### src/rtl/rob_sn_scheduler.sv
// rob_sn_scheduler: front-end controller for the ROB op-centric queue.
//
// Hands out sequence numbers in program order, bounding outstanding SNs to
// p_depth; round-robin arbitrates p_nreq completion sources onto the queue's
// single insert port; republishes each retirement as a registered pulse.
//
// Ports:
//   clk, rst                  clock, async active-low reset
//   alloc_req/gnt/sn          SN allocation handshake (combinational grant)
//   cpl_val/sn/data, cpl_rdy  packed per-requester completions, one-hot accept
//   ins_en/sn_in/data_in      insert port towards the queue
//   ins_cpl                   queue accepted the insert this cycle
//   deq_front_cpl/data        head retirement from the queue
//   ret_val, ret_data         registered retire pulse and payload
//   outstanding               allocated-but-not-retired count
//
// Arbiter states:
//   state  | meaning
//   S_IDLE | no insert in flight; pick a winner from rr_ptr upward each cycle
//   S_HOLD | winner presented but not yet accepted; keep driving it

`ifndef ROB_DEPTH
`define ROB_DEPTH 8
`endif
`ifndef ROB_BITWIDTH
`define ROB_BITWIDTH 8
`endif

module rob_sn_scheduler #(
    parameter int p_depth    = `ROB_DEPTH,
    parameter int p_ptrwidth = $clog2(p_depth),
    parameter int p_bitwidth = `ROB_BITWIDTH,
    parameter int p_nreq     = 4
) (
    input  logic                           clk,
    input  logic                           rst,
    input  logic                           alloc_req,
    output logic                           alloc_gnt,
    output logic [p_ptrwidth-1:0]          alloc_sn,
    input  logic [p_nreq-1:0]              cpl_val,
    input  logic [p_nreq*p_ptrwidth-1:0]   cpl_sn,
    input  logic [p_nreq*p_bitwidth-1:0]   cpl_data,
    output logic [p_nreq-1:0]              cpl_rdy,
    output logic                           ins_en,
    output logic [p_ptrwidth-1:0]          ins_sn_in,
    output logic [p_bitwidth-1:0]          ins_data_in,
    input  logic                           ins_cpl,
    input  logic                           deq_front_cpl,
    input  logic [p_bitwidth-1:0]          deq_front_data,
    output logic                           ret_val,
    output logic [p_bitwidth-1:0]          ret_data,
    output logic [p_ptrwidth:0]            outstanding
);

    localparam int idx_w = $clog2(p_nreq);
    localparam logic [p_ptrwidth:0]   depth_c    = (p_ptrwidth+1)'(p_depth);
    localparam logic [p_ptrwidth-1:0] last_sn_c  = (p_ptrwidth)'(p_depth-1);
    localparam logic [idx_w:0]        nreq_c     = (idx_w+1)'(p_nreq);
    localparam logic [idx_w-1:0]      last_idx_c = (idx_w)'(p_nreq-1);

    typedef enum logic {S_IDLE, S_HOLD} arb_state_t;

    arb_state_t             state;
    logic [idx_w-1:0]       rr_ptr;
    logic [idx_w-1:0]       winner;
    logic [idx_w-1:0]       pick;
    logic [idx_w-1:0]       sel;
    logic [idx_w-1:0]       next_rr;
    logic [idx_w:0]         cand;
    logic                   any_val;
    logic [p_ptrwidth-1:0]  alloc_ptr;

    logic [p_ptrwidth-1:0]  sn_arr   [p_nreq];
    logic [p_bitwidth-1:0]  data_arr [p_nreq];

    for (genvar g = 0; g < p_nreq; g++) begin : g_unpack
        assign sn_arr[g]   = cpl_sn[g*p_ptrwidth +: p_ptrwidth];
        assign data_arr[g] = cpl_data[g*p_bitwidth +: p_bitwidth];
    end

    // ---------------- SN allocation and occupancy ----------------
    // No retire bypass: a full buffer refuses even if the head retires now.
    assign alloc_gnt = alloc_req && (outstanding < depth_c);
    assign alloc_sn  = alloc_ptr;

    always_ff @(posedge clk or negedge rst) begin
        if (!rst) begin
            alloc_ptr   <= '0;
            outstanding <= '0;
        end else begin
            if (alloc_gnt)
                alloc_ptr <= (alloc_ptr == last_sn_c) ? '0 : alloc_ptr + 1'b1;
            case ({alloc_gnt, deq_front_cpl})
                2'b10:   outstanding <= outstanding + 1'b1;
                2'b01:   if (outstanding != '0) outstanding <= outstanding - 1'b1;
                default: ;
            endcase
        end
    end

    // Retiring from an empty buffer means the queue and this block disagree.
    assert property (@(posedge clk) disable iff (!rst)
                     !(deq_front_cpl && outstanding == '0));

    // ---------------- completion arbiter ----------------
    // First valid requester at or after rr_ptr, wrapping modulo p_nreq.
    always_comb begin
        pick    = rr_ptr;
        any_val = 1'b0;
        cand    = '0;
        for (int i = 0; i < p_nreq; i++) begin
            cand = {1'b0, rr_ptr} + (idx_w+1)'(i);
            if (cand >= nreq_c)
                cand = cand - nreq_c;
            if (!any_val && cpl_val[cand[idx_w-1:0]]) begin
                any_val = 1'b1;
                pick    = cand[idx_w-1:0];
            end
        end
    end

    assign sel     = (state == S_HOLD) ? winner : pick;
    assign next_rr = (sel == last_idx_c) ? '0 : sel + 1'b1;

    // Gated by rst so an in-flight grant is dropped the moment reset asserts,
    // even while requesters are still presenting.
    assign ins_en      = rst && ((state == S_HOLD) || any_val);
    assign ins_sn_in   = sn_arr[sel];
    assign ins_data_in = data_arr[sel];
    assign cpl_rdy     = (ins_en && ins_cpl) ? ((p_nreq)'(1) << sel) : '0;

    always_ff @(posedge clk or negedge rst) begin
        if (!rst) begin
            state  <= S_IDLE;
            rr_ptr <= '0;
            winner <= '0;
        end else begin
            case (state)
                S_IDLE: begin
                    if (any_val) begin
                        winner <= pick;
                        if (ins_cpl)
                            rr_ptr <= next_rr;
                        else
                            state <= S_HOLD;
                    end
                end
                S_HOLD: begin
                    if (ins_cpl) begin
                        rr_ptr <= next_rr;
                        state  <= S_IDLE;
                    end
                end
                default: state <= S_IDLE;
            endcase
        end
    end

    // ---------------- retire republish ----------------
    always_ff @(posedge clk or negedge rst) begin
        if (!rst) begin
            ret_val  <= 1'b0;
            ret_data <= '0;
        end else begin
            ret_val <= deq_front_cpl;
            if (deq_front_cpl)
                ret_data <= deq_front_data;
        end
    end

endmodule
### config.mk
export PLATFORM = sky130hd
export DESIGN_NAME = rob_sn_scheduler
export DESIGN_NICKNAME = d
export VERILOG_FILES = /design/src/rtl/rob_sn_scheduler.sv
export SDC_FILE = /design/constraint.sdc
export NUM_CORES = 1
export LEC_CHECK = 0
export BUFFER_PORTS_ARGS = -buffer_cell sky130_fd_sc_hd__buf_2
export CORE_MARGIN = 2
export CORE_UTILIZATION = 43
export DETAILED_ROUTE_END_ITERATION = 8
export PLACE_DENSITY = 0.83
export SLEW_MARGIN = 20
export SYNTH_ARGS = -nofsm -noshare
export SYNTH_HDL_FRONTEND = slang
export SYNTH_SLANG_ARGS = --single-unit
### constraint.sdc
create_clock -name clk -period 4.8 [get_ports clk]
set_input_delay 1.44 -clock clk [delete_from_list [all_inputs] [get_ports clk]]
set_output_delay 1.44 -clock clk [all_outputs]
set_load 0.02 [all_outputs]
# Word level (Yosys, flattened, before mapping)
# Cells that the tools add are included.
# classes
addsub,11
n_lt_le_gt_ge,10
eq_ne,6
shift,1
n_mux,38
bitwise,2
n_reduce_logical,14
# ops
cell,n
2-bit 2-to-1 mux,12
8-bit binary-select mux with 2-bit select,1
8-bit 2-to-1 mux,2
3-bit >= comparator (second input constant),4
2-bit by 3-bit < comparator with 1-bit output (second input constant),4
1-bit 2-to-1 mux,10
3-bit 2-to-1 mux,3
1-bit binary-select mux with 2-bit select,4
4-bit 2-to-1 mux,2
4-bit case mux with 2 select lines,1
2-bit by 1-bit subtractor with 2-bit output (second input constant),4
2-bit by 2-bit adder with 3-bit output (second input constant),2
3-bit binary-select mux with 2-bit select,1
1-bit logical AND,6
4-bit by 1-bit adder with 4-bit output (second input constant),1
2-bit equality test (second input constant),2
4-bit < comparator (second input constant),1
2-bit != test (second input constant),2
2-bit case mux with 2 select lines,1
2-bit AND reduction,2
4-bit nonzero test,1
1-bit by 2-bit left shift with 4-bit output (first input constant),1
4-bit by 1-bit subtractor with 4-bit output (second input constant),1
2-bit by 1-bit adder with 3-bit output (second input constant),1
11 further kinds,13
# totals
reg_bits,21
in_bits,61
output_inout_bits,33
word_cells,89

# Depth between registers and ports, before layout
# logic_depth
ltp_word,20
ltp_mapped,8
depth_no_buf,8

# Worst setup path after synthesis
# Ideal clock, no wire load.
# synth_timing
path_type,input -> output
start,input cpl_val[0]
end,output ins_data_in[1]
arrival_time_ps,3050
required_ps,3360
setup_slack_ps,310
stages,6
path_cell_list,nor2b_2 or4_4 a31oi_4 buf_6 mux2i_1 mux2i_1
# synth_between
elab_chain_cells,17
# synth_rtl
element,line_no,text
"start, declared",40,"input logic [p_nreq-1:0] cpl_val,"
1-bit binary-select mux with 2-bit select,115,if (!any_val && cpl_val[cand[idx_w-1:0]]) begin
1-bit 2-to-1 mux (not written as such),115,
1-bit 2-to-1 mux,115,
1-bit zero test,115,
1-bit logical AND,115,
1-bit 2-to-1 mux,115,
1-bit zero test,115,
1-bit logical AND,115,
1-bit 2-to-1 mux,115,
1-bit zero test,115,
1-bit logical AND,115,
2-bit 2-to-1 mux *,115,
2-bit 2-to-1 mux *,122,assign sel = (state == S_HOLD) ? winner : pick;
2-bit NOT with 3-bit output (not written as such) *,129,assign ins_data_in = data_arr[sel];
8-bit binary-select mux with 2-bit select *,129,
8-bit 2-to-1 mux (not written as such) * (2 in a row),129,
"end, declared",46,"output logic [p_bitwidth-1:0] ins_data_in,"
# Mark *: on every way between the ends. The rest lies on a longest branch, timed or not. The select of a mux whose other input is x is not followed.

# Final worst setup path
# layout_timing
start,input cpl_val[0]
end,output ins_sn_in[2]
# layout_between
elab_chain_cells,17
# layout_rtl
element,line_no,text
1-bit binary-select mux with 2-bit select,115,
1-bit 2-to-1 mux (not written as such),115,
1-bit 2-to-1 mux,115,
1-bit zero test,115,
1-bit logical AND,115,
1-bit 2-to-1 mux,115,
1-bit zero test,115,
1-bit logical AND,115,
1-bit 2-to-1 mux,115,
1-bit zero test,115,
1-bit logical AND,115,
2-bit 2-to-1 mux *,115,
2-bit 2-to-1 mux *,122,
2-bit NOT with 3-bit output (not written as such) *,128,assign ins_sn_in = sn_arr[sel];
3-bit binary-select mux with 2-bit select *,128,
3-bit 2-to-1 mux (not written as such) * (2 in a row),128,
"end, declared",45,"output logic [p_ptrwidth-1:0] ins_sn_in,"
# Marks and branches as above.

==> flow_metrics.env <==
export IMPL_synth_cell_type_count=33
export IMPL_ctsHoldBuffers=0
export IMPL_postRouteWirelength_um=3500
export IMPL_grt_setup_unrepaired="false"
export IMPL_gpl_final_weighted_congestion=0.828
export IMPL_grt_util_all_layers=0.176
export IMPL_route_detailed_vias_per_inst=4.90
export IMPL_synth_yosys_warnings=0
export IMPL_worstReg2RegStart="outstanding[3]$_DFFE_PN0P_"
export IMPL_worstSetupStartpointType="input port"
export IMPL_clock_sink_count=21
export IMPL_power_density_nw_per_um2=437
export IMPL_number_of_enable_type_register_cells_in_the_synthesized_netlist=0
export IMPL_fin_util=0.622
export IMPL_clkSlewWorstSetupHoldPaths_ns=0.11
export IMPL_synth_cells=143
export IMPL_worstHoldStart="ret_data[6]$_DFFE_PN0P_"
export IMPL_clk_path_buf_depth=2
export IMPL_finalSetupViolCount=0
export IMPL_pin_count_of_the_biggest_net_entering_global_routing=22
export IMPL_outcome="complete, no violations"
export IMPL_cts_htree_levels=1
export IMPL_vias_in_the_first_global_route=1319
export IMPL_synth_area_leaders="dfrtp_1 (35%), mux2i_1 (22%), ha_1 (6.7%), mux2_2 (6.0%), nand2_1 (3.3%)"
export IMPL_crit_reg2reg_capture="outstanding[3]$_DFFE_PN0P_"
export IMPL_timing_setup_tns_ns=0
export IMPL_die_area_um2=3970
export IMPL_die_h_um=63.0
export IMPL_synth_nets=213
export IMPL_synthSimpleGateAreaFrac=0.132
export IMPL_finalCriticalPeriod_ns=4.63
export IMPL_initial_drt_pass_iterations=4
export IMPL_leading_cell_type_in_the_layout_fill_and_taps_excluded="buf_2"
export IMPL_tightest_slew_ns=0.426
export IMPL_tritoncts="done"
export IMPL_area_growth_syn_to_layout_pct=38.5
export IMPL_reg2reg_depth=8
export IMPL_worstSkewPairLatency_ns=0.30
export IMPL_synth_compound_area_share=0.0994
export IMPL_final_max_slew_violation_count=0
export IMPL_cts_repair_resize_count=0
export IMPL_final_layout_size_suffix_gt1_frac=0.481
export IMPL_ys_seq_elements=21
export IMPL_worst_ep_required_time_ns=3.36
export IMPL_seq_area_frac_synth=0.351
export IMPL_cp_startpoint="cpl_val[0]"
export IMPL_std_cell_rows=21
export IMPL_ff_latch_area_um2=526
export IMPL_drc=0
export IMPL_via_count=1416
export IMPL_synth_area_per_cell_um2=10.5
export IMPL_crit_path_max_fanout=8
export IMPL_place_port_buffers=93
export IMPL_dieWidth_um=63.0
export IMPL_synth_fa_ha_area_frac=0.0802
export IMPL_route_antenna_remaining_nets=0
export IMPL_coreArea_um2=3340
export IMPL_critPathCaptureType="output pin"
export IMPL_detail_route_wl_per_cell_um=12.1
export IMPL_whs_endpoint="ret_data[6]$_DFFE_PN0P_"
export IMPL_clock_skew_final_ns=0.00614
export IMPL_slew_headroom=0.713
export IMPL_power_static_leakage_uw=0.00118
export IMPL_finalHoldViolCount=0
export IMPL_cts_setup_buffers=0
export IMPL_final_instance_count_excl_fill=289
export IMPL_clockRootBuffer="clkbuf_4"
export IMPL_timing_reg2reg_setup_slack_ns=2.69
export IMPL_synth_xor_area_frac=0.0117
export IMPL_post_route_fraction_of_the_period_consumed_by_the_critical_path=0.964
export IMPL_grt_remaining_overflow=0
export IMPL_placed_cells=285
export IMPL_synth_async_sr_flop_share=1.00
export IMPL_timing_setup_critical_path_class="in -> out"
export IMPL_share_of_synthesized_area_spent_on_multiplexers=0.281
export IMPL_drt_initial_drc_count=38
export IMPL_ys_flop_type="dfrtp_1"
export IMPL_yosysTopAreaCellShare=0.351
export IMPL_boundaryPins=94
export IMPL_synthesis_area_um2=1500
export IMPL_timing_fmax_mhz=216
export IMPL_hold_path_class="reg -> reg"
export IMPL_fin_nets=314
export IMPL_post_dp_hpwl_um=2970
export IMPL_synth_largest_area_cell="dfrtp_1"
export IMPL_critical_path_arrival_ns=3.19
export IMPL_numCtsBuffers=3
export IMPL_start_util=0.449
export IMPL_initial_antenna_violation_count=0
export IMPL_area_occupied_by_multi_input_gates_um2=905
export IMPL_drv_max_cap_violation_count=0
export IMPL_layout_cells_most_common_list="buf_2 (93), mux2i_1 (33), dfrtp_1 (21), nand2_1 (13)"
export IMPL_irDropWorstVdd_mv=0.194
export IMPL_hold_path_depth=1
export IMPL_fill_cell_instance_count_of_the_final_layout=305
export IMPL_dominant_combinational_cell_family_by_area_after_synthesis="multiplexers"
export IMPL_antenna_cells=0
export IMPL_grt_pass1_wl_um=5620
[power breakdown]
group	internal (uW)	switching (uW)
clock	32.4	51.3
combinational	246	303
sequential	227	47.6
total	505	402
[sequential cells by signal, summed over array words and instances, names as in the netlist]
register and cells:
ret_val 1, winner 2, state 1, alloc_sn 3, rr_ptr 2, outstanding 4, ret_data 8
[Yosys cell counts, types with 3 or more instances]
| library cell | instances |
|---|---|
| o21ai_0 | 7 |
| mux2i_1 | 33 |
| buf_6 | 3 |
| nand2_1 | 13 |
| nand2b_1 | 3 |
| nor3_1 | 4 |
| inv_1 | 8 |
| dfrtp_1 | 21 |
| ha_1 | 8 |
| mux2_2 | 8 |
| nor2_1 | 5 |
| and3_1 | 4 |
| a21oi_1 | 3 |
[how the worst max path moves through the flow]
stage / to / slack, ns
after floorplan: ins_data_in[1] / 0.31
after global placement: ins_sn_in[2] / 0.22
after detailed placement: ins_sn_in[2] / 0.18
after CTS: ins_sn_in[2] / 0.17
after global routing: ins_data_in[0] / 0.07
final: ins_sn_in[2] / 0.17
[routing by layer]
| layer | vias up | part of all wire | GRT usage |
|---|---|---|---|
| li1 | 711 | - | - |
| met1 | 639 | 0.40 | 0.193 |
| met2 | 62 | 0.52 | 0.330 |
| met3 | 4 | 0.071 | 0.0360 |
| met4 | 0 | 0.013 | 0.0639 |
| met5 | - | 0 | 0 |
[final cells by class]
type                       instances  area share
timing repair buffer             100       0.256
clock buffer                       4      0.0127
tap                               46      0.0277
sequential                        21       0.253
multi-input combinational        110       0.436
inverter                           8      0.0145
[stage by stage]
step / power (uW) / hold WS [ns] / setup slack [ns] / cell area [um^2]
4_1_cts: 916 / 0.520 / 0.172 / 2070
5_1_grt: 982 / 0.533 / 0.0742 / 2070
3_3_place_gp: 812 / 0.486 / 0.220 / 2050
6_report: 907 / 0.515 / 0.170 / 2070
3_5_place_dp: 830 / 0.494 / 0.176 / 2050
2_1_floorplan: 659 / 0.477 / 0.310 / 1500
[logic make-up (layout without fill, tap and decap cells)]
group,Yosys count,count (layout)
multiplexers,41,41
AO/OA/AOI/OAI,21,21
XOR/XNOR,2,2
flip-flops,21,21
buffers and inverters,12,112
AND/OR/NAND/NOR,37,37
adder cells (fa/ha/maj),9,9
[critical path: stages]
cell     delay (ns)
buf_2          0.12
nor2b_2        0.15
or4_4          0.54
a31oi_4        0.26
buf_4          0.23
mux2i_1        0.20
mux2i_1        0.09
buf_2          0.16
Note: power is estimated with default switching activity, not from simulation.
